--- src/rtl/lsu_split_ctrl_pkg.sv ---
// Shared core types for the load/store unit: access sizes, FSM states,
// ALU operand-B selects and byte-enable / store-data helpers.
package lsu_split_ctrl_pkg;

    typedef enum logic [1:0] {
        WORD = 2'b00,
        HALF = 2'b01,
        BYTE = 2'b10
    } data_type_e;

    typedef enum logic [2:0] {
        IDLE,
        WAIT_GNT_MIS,
        WAIT_RVALID_MIS,
        WAIT_GNT,
        WAIT_RVALID
    } lsu_state_e;

    typedef enum logic {
        OP_B_REG_B,
        OP_B_IMM
    } op_b_sel_e;

    typedef enum logic [2:0] {
        IMM_B_I,
        IMM_B_S,
        IMM_B_B,
        IMM_B_U,
        IMM_B_J,
        IMM_B_INCR_PC,
        IMM_B_INCR_ADDR
    } imm_b_sel_e;

    function automatic logic is_split(input data_type_e t,
                                      input logic [1:0] off);
        return ((t == WORD) && (off != 2'd0)) ||
               ((t == HALF) && (off == 2'd3));
    endfunction

    // Phase 2 covers whatever bytes spilled past the first word.
    function automatic logic [3:0] be_calc(input data_type_e t,
                                           input logic [1:0] off,
                                           input logic p2);
        logic [3:0] be;
        be = 4'b0000;
        unique case (t)
            WORD:    be = p2 ? ~(4'b1111 << off) : (4'b1111 << off);
            HALF:    be = p2 ? 4'b0001 : (4'b0011 << off);
            BYTE:    be = 4'b0001 << off;
            default: be = 4'b0000;
        endcase
        return be;
    endfunction

    function automatic logic [31:0] wdata_rot(input logic [31:0] w,
                                              input logic [1:0] off);
        logic [31:0] r;
        r = w;
        unique case (off)
            2'd1:    r = {w[23:0], w[31:24]};
            2'd2:    r = {w[15:0], w[31:16]};
            2'd3:    r = {w[7:0],  w[31:8]};
            default: r = w;
        endcase
        return r;
    endfunction

endpackage

--- src/rtl/lsu_split_ctrl_rdata_align.sv ---
// Load data alignment: merges the two halves of a split access, then
// truncates to the access size and zero- or sign-extends.
module lsu_rdata_align
    import lsu_split_ctrl_pkg::*;
(
    input  logic [31:0] rdata_lo,
    input  logic [31:0] rdata,
    input  logic [1:0]  off,
    input  data_type_e  dtype,
    input  logic        sign_ext,
    input  logic        split,
    output logic [31:0] result
);

    logic [4:0]  sh;
    logic [31:0] word;

    assign sh = {off, 3'b000};

    always_comb begin
        word   = rdata >> sh;
        result = word;
        if (split) begin
            word = (rdata_lo >> sh) | (rdata << (6'd32 - {1'b0, sh}));
        end
        unique case (1'b1)
            (dtype == BYTE): result = {{24{sign_ext & word[7]}}, word[7:0]};
            (dtype == HALF): result = {{16{sign_ext & word[15]}}, word[15:0]};
            default:         result = word;
        endcase
    end

endmodule

--- src/rtl/lsu_split_ctrl.sv ---
// LSU bus controller: issues one or two word-aligned bus transactions per
// EX-stage request and returns a registered, aligned completion.
module lsu_split_ctrl
    import lsu_split_ctrl_pkg::*;
(
    input  logic        clk_i,
    input  logic        rst_i,
    input  logic        lsu_req_i,
    input  logic        lsu_we_i,
    input  data_type_e  lsu_type_i,
    input  logic        lsu_sign_ext_i,
    input  logic [31:0] lsu_wdata_i,
    input  logic [31:0] adder_result_ex_i,
    output logic        lsu_addr_incr_req_o,
    output logic        data_req_o,
    input  logic        data_gnt_i,
    input  logic        data_rvalid_i,
    input  logic        data_err_i,
    output logic [31:0] data_addr_o,
    output logic        data_we_o,
    output logic [3:0]  data_be_o,
    output logic [31:0] data_wdata_o,
    input  logic [31:0] data_rdata_i,
    output logic [31:0] lsu_rdata_o,
    output logic        lsu_resp_valid_o,
    output logic        load_err_o,
    output logic        store_err_o,
    output logic        lsu_busy_o
);

    lsu_state_e  state_q;
    logic        split_q;
    logic [1:0]  off_q;
    data_type_e  type_q;
    logic        we_q;
    logic        sign_q;
    logic [31:0] rdata_q;
    logic [31:0] rdata_out_q;
    logic        resp_q;
    logic        load_err_q;
    logic        store_err_q;
    logic        hold_q;

    logic        idle;
    logic        issue;
    logic [1:0]  cur_off;
    data_type_e  cur_type;
    logic        cur_we;
    logic [31:0] aligned;

    assign idle     = (state_q == IDLE);
    // hold_q blocks issue in the reset-release and response cycles.
    assign issue    = idle & lsu_req_i & ~hold_q;
    assign cur_off  = idle ? adder_result_ex_i[1:0] : off_q;
    assign cur_type = idle ? lsu_type_i : type_q;
    assign cur_we   = idle ? lsu_we_i : we_q;

    assign data_req_o = issue
                      | (state_q == WAIT_GNT_MIS)
                      | (state_q == WAIT_GNT);
    assign data_addr_o  = {adder_result_ex_i[31:2], 2'b00};
    assign data_we_o    = cur_we;
    assign data_be_o    = be_calc(cur_type, cur_off, split_q);
    assign data_wdata_o = wdata_rot(lsu_wdata_i, cur_off);

    assign lsu_addr_incr_req_o = split_q & (state_q == WAIT_GNT);
    assign lsu_busy_o          = ~idle;
    assign lsu_resp_valid_o    = resp_q;
    assign load_err_o          = load_err_q;
    assign store_err_o         = store_err_q;
    assign lsu_rdata_o         = rdata_out_q;

    lsu_rdata_align u_align (
        .rdata_lo (rdata_q),
        .rdata    (data_rdata_i),
        .off      (off_q),
        .dtype    (type_q),
        .sign_ext (sign_q),
        .split    (split_q),
        .result   (aligned)
    );

    always_ff @(posedge clk_i) begin
        if (rst_i) begin
            state_q     <= IDLE;
            split_q     <= 1'b0;
            off_q       <= 2'd0;
            type_q      <= WORD;
            we_q        <= 1'b0;
            sign_q      <= 1'b0;
            rdata_q     <= 32'd0;
            rdata_out_q <= 32'd0;
            resp_q      <= 1'b0;
            load_err_q  <= 1'b0;
            store_err_q <= 1'b0;
            hold_q      <= 1'b1;
        end else begin
            resp_q      <= 1'b0;
            load_err_q  <= 1'b0;
            store_err_q <= 1'b0;
            hold_q      <= 1'b0;
            unique case (state_q)
                IDLE: begin
                    if (issue) begin
                        off_q   <= adder_result_ex_i[1:0];
                        type_q  <= lsu_type_i;
                        we_q    <= lsu_we_i;
                        sign_q  <= lsu_sign_ext_i;
                        split_q <= 1'b0;
                        if (is_split(lsu_type_i, adder_result_ex_i[1:0]))
                            state_q <= data_gnt_i ? WAIT_RVALID_MIS
                                                  : WAIT_GNT_MIS;
                        else
                            state_q <= data_gnt_i ? WAIT_RVALID : WAIT_GNT;
                    end
                end
                WAIT_GNT_MIS: begin
                    if (data_gnt_i) state_q <= WAIT_RVALID_MIS;
                end
                WAIT_RVALID_MIS: begin
                    if (data_rvalid_i) begin
                        if (data_err_i) begin
                            resp_q      <= 1'b1;
                            load_err_q  <= ~we_q;
                            store_err_q <= we_q;
                            hold_q      <= 1'b1;
                            state_q     <= IDLE;
                        end else begin
                            rdata_q <= data_rdata_i;
                            split_q <= 1'b1;
                            state_q <= WAIT_GNT;
                        end
                    end
                end
                WAIT_GNT: begin
                    if (data_gnt_i) state_q <= WAIT_RVALID;
                end
                WAIT_RVALID: begin
                    if (data_rvalid_i) begin
                        rdata_out_q <= aligned;
                        resp_q      <= 1'b1;
                        load_err_q  <= data_err_i & ~we_q;
                        store_err_q <= data_err_i & we_q;
                        hold_q      <= 1'b1;
                        split_q     <= 1'b0;
                        state_q     <= IDLE;
                    end
                end
                default: state_q <= IDLE;
            endcase
        end
    end

endmodule

--- config.mk ---
export PLATFORM = sky130hd
export DESIGN_NAME = lsu_split_ctrl
export DESIGN_NICKNAME = d
export VERILOG_FILES = /design/src/rtl/lsu_split_ctrl_pkg.sv /design/src/rtl/lsu_split_ctrl_rdata_align.sv /design/src/rtl/lsu_split_ctrl.sv
export SDC_FILE = /design/constraint.sdc
export NUM_CORES = 1
export LEC_CHECK = 0
export CAP_MARGIN = 20
export CORE_MARGIN = 2
export CORE_UTILIZATION = 47
export DETAILED_ROUTE_END_ITERATION = 6
export HOLD_SLACK_MARGIN = 0.08
export PLACE_DENSITY = 0.82
export REMOVE_ABC_BUFFERS = 1
export SLEW_MARGIN = 0
export SYNTH_ARGS = -nofsm -noshare
export SYNTH_HDL_FRONTEND = slang
export SYNTH_HIERARCHICAL = 1
export SYNTH_SLANG_ARGS = --single-unit
--- constraint.sdc ---
create_clock -name clk_i -period 3.9 [get_ports clk_i]
set_input_delay 0.975 -clock clk_i [delete_from_list [all_inputs] [get_ports clk_i]]
set_output_delay 0.975 -clock clk_i [all_outputs]
set_load 0.05 [all_outputs]
==> impl_metrics.yaml <==
status:
  status: "finished, violations left"
  violations: "DRC"
final_layout:
  syn2layout_area_growth_pct: 33.01
  final_layout_size_suffix_gt1_share_pct: 16.39
  n_antenna_cell: 0
  final_cells: 1079
  multiInputGateArea_um2: 4220
  seq_area_um2: 1565
  n_fill_cell: 1120
  fin_nets: 1016
placed_design:
  hpwl_mm: 13.96
  gp_congestion: 0.9045
  numPortBuffers: 150
  placed_cells: 1063
setup_path:
  r2r_end: "lsu_rdata_o[17]"
  r2r_start: "off_q[0]"
  setup.worst_path.end_class: "primary output"
  crit_slowest_cell: "or4b_4"
  path_max_fanout: 5
  critical_path.top_delay_family: "compound AO/OA/AOI/OAI gates"
  path_buf_inv: 2
  path_cells: "clkdlybuf4s50_1, or4b_4, a221oi_2, a32o_1, a41o_1, buf_12"
  cp_slowest_stage_delay_ns: 0.51
  setup.worst_path.class: "primary input to primary output"
  cp-start-kind: "primary input"
  crit_arrival_ns: 2.83
  cp.required_ns: 2.92
  reg2reg_slack_ns: 0.78
  reg2reg_depth: 8
timing:
  rsz0062_at_grt: "false"
  setup_violations: 0
  drv_slew: 0
  whs_ns: 0.4530
  finalWorstPathRequiredPeriod_ns: 3.801
  clock.fmax_mhz: 263.1
  final-hold-violation-count: 0
  setup-tns-final_ns: 0
  finalClockSkew_ns: 0.008131
  worst_pin_slew_ns: 0.9644
  finalCritPeriodShare_pct: 97.45
  relSlewSlack_pct: 35.71
power:
  ir_drop_mv: 0.3756
  p_leak_nw: 3.003
  power.density_nw_per_um2: 432.7
  p_switching_mw: 1.420
  power_frac_seq_pct: 22.7
  internal_power_mw: 2.268
  p_sw_share_pct: 38.51
  total_power_mw: 3.688
  comb_power_share_pct: 50.9
  power_frac_clock_pct: 26.4
die:
  rows: 42
  ios: 213
  start_util_pct: 48.20
  die_width_um: 120.8
  dieArea_um2: 14590
  die_h_um: 120.8
  coreArea_um2: 13300
route:
  routed_wl_mm: 21.01
  drt_iter0_drc: 1048
  final_antenna_net_count: 0
  drc: 10
  post_drt_wl_per_cell_um: 19.47
  vias_per_cell: 6.383
  firstDrtPassIters: 7
  via_count: 6887
grt:
  grt_max_degree: 85
  grt_usage_pct: 28.24
  grt_pass1_wl_mm: 33.21
  antenna_found_initial: 0
  grt_overflow: 0
  grt_pass1_vias: 6483
yosys:
  ys.flop_type: "dfxtp_1"
  yosysWarningCount: 6
  synth_area_um2: 6409
  syn_avg_cell_area_um2: 7.815
  yosys-top-cells-area: "dfxtp_1 24%, a21oi_1 9.0%, nand2_1 8.8%"
  yosysTopAreaCellShare_pct: 24.37
  yosysSeqAreaShare_pct: 24.37
  synth_top_area_cell: "dfxtp_1"
  syn-instance-count: 820
  ys_seq_elements: 78
  synth.distinct_cells: 61
  synth_edf_count: 0
  synthArstFlopShare_pct: 0
clock_network:
  cts_setup_buffers: 0
  cts_buffers: 9
  cts_hold_buf: 0
  cts_num_sinks: 78
  path_clk_slew_ns: 0.06
  cts_tree: "yes"
  worstSkewPairLatency_ns: 0.34
  cts_root_buffer: "clkbuf_16"
  clock_path_buffers: 2
  htree_levels: 3
run:
  cap_violations: 0
worst_hold_path:
  hold_start: "rdata_q[10]"
  min_path_type: "flop to flop"
  min_path_cells: 2
  min_to: "rdata_q[10]"
## flip-flops by register name, summed over array words and instances (netlist names), 2 cells and up
signal	cells
lsu_rdata_o	32
state_q	3
type_q	2
off_q	2
rdata_q	32
## final cells by class
type / count / area share (%)
Clock buffer: 11 / 2.730
Inverter: 14 / 0.6165
Timing Repair Buffer: 179 / 24.94
Tap cell: 176 / 2.583
Sequential cell: 78 / 18.36
Multi-Input combinational cell: 616 / 49.51
Clock inverter: 5 / 1.262
## cell usage after synthesis (8+ instances only)
cell type  number
a21oi_1       115
a221oi_1        8
a222oi_1       32
a22oi_1        16
buf_2          19
buf_4          33
clkbuf_1       50
dfxtp_1        78
ha_1           12
inv_1          13
mux2_2         31
mux2i_1        29
mux4_2         15
nand2_1       151
nor2_1         49
nor2b_1        16
nor4b_1        10
o211ai_1       17
o21ai_0        13
o22ai_1         9
o2bb2ai_1       8
## power by group through the flow
stage / combinational (mW) / sequential [mW] / clock [mW]
2_1_floorplan: 0.958 / 0.898 / 0
3_3_place_gp: 1.82 / 0.853 / 0
3_5_place_dp: 1.84 / 0.854 / 0
4_1_cts: 1.85 / 0.836 / 0.982
5_1_grt: 1.97 / 0.839 / 1.01
6_report: 1.88 / 0.837 / 0.975
## per-stage QoR
stage               area (um^2)  setup slack, ns  util, %
floorplan                  5803           -1.666        -
global placement           8148          0.08682    61.28
detailed placement         8148          0.02654    61.28
CTS                        8488          0.01424    63.84
global route               8524          0.06896    64.12
finish                     8524          0.09927    64.12
## worst register-to-register path, delay by kind of cell, from the launching register on
| family | cells | cell delay [ns] |
|---|---|---|
| flops | 1 | 0.39 |
| simple gates | 1 | 0.11 |
| mux | 1 | 0.38 |
| buf+inv | 2 | 1.13 |
| compound gates | 4 | 1.00 |
## layer usage
| layer | global-route usage (%) | vias to the layer above | wire length [um] |
|---|---|---|---|
| met5 | 1.471 | - | 0 |
| met4 | 7.485 | 0 | 328 |
| met3 | 9.245 | 43 | 2145 |
| met2 | 44.77 | 415 | 9903 |
| met1 | 36.82 | 3266 | 8630 |
| li1 | - | 3163 | - |
## repair_timing
action	4_1_cts	5_1_grt
hold endpoints to repair	0	0
resized for setup	0	11
endpoints found under the setup margin	0	33
## worst max-delay path by stage
| stage | startpoint | endpoint | slack (ns) | cells past startpoint |
|---|---|---|---|---|
| floorplan | off_q[0] | data_be_o[0] | -1.67 | 7 |
| global placement | adder_result_ex_i[1] | data_wdata_o[11] | 0.09 | 10 |
| detailed placement | adder_result_ex_i[0] | data_wdata_o[16] | 0.03 | 8 |
| CTS | adder_result_ex_i[1] | data_wdata_o[11] | 0.01 | 10 |
| global route | lsu_type_i[1] | data_be_o[2] | 0.07 | 6 |
| finish | lsu_type_i[1] | data_be_o[2] | 0.1 | 6 |
## placed cells by master, fill, tap and decap left out, types with 4 or more instances in the layout
cell type / instances
mux2_2: 31
buf_4: 25
o22ai_1: 9
nand2b_1: 4
nor3_1: 7
nor4b_1: 10
o21ai_0: 13
clkbuf_16: 9
a22o_1: 7
a32o_1: 4
a22oi_1: 16
o211ai_1: 17
a221oi_1: 8
dfxtp_1: 75
clkdlybuf4s50_1: 110
ha_1: 12
a21oi_1: 113
mux4_2: 15
nor2b_1: 15
nor2_1: 48
nand2_1: 151
o221ai_1: 6
mux2i_1: 28
inv_1: 11
buf_12: 39
a21o_1: 7
a222oi_1: 32
o2bb2ai_1: 8
a211oi_1: 7
## logic make-up (layout without fill, tap and decap cells)
logic type / Yosys count / after routing / share of synthesized area, %
other: 1 / 2 / 0.05851
buffers and inverters: 127 / 209 / 10.33
AO/OA/AOI/OAI: 265 / 265 / 28.56
multiplexers: 77 / 77 / 15.66
AND/OR/NAND/NOR: 259 / 259 / 18.53
flip-flops: 78 / 78 / 24.37
adder cells (fa/ha/maj): 13 / 13 / 2.499
(Power assumes the default switching activity.)
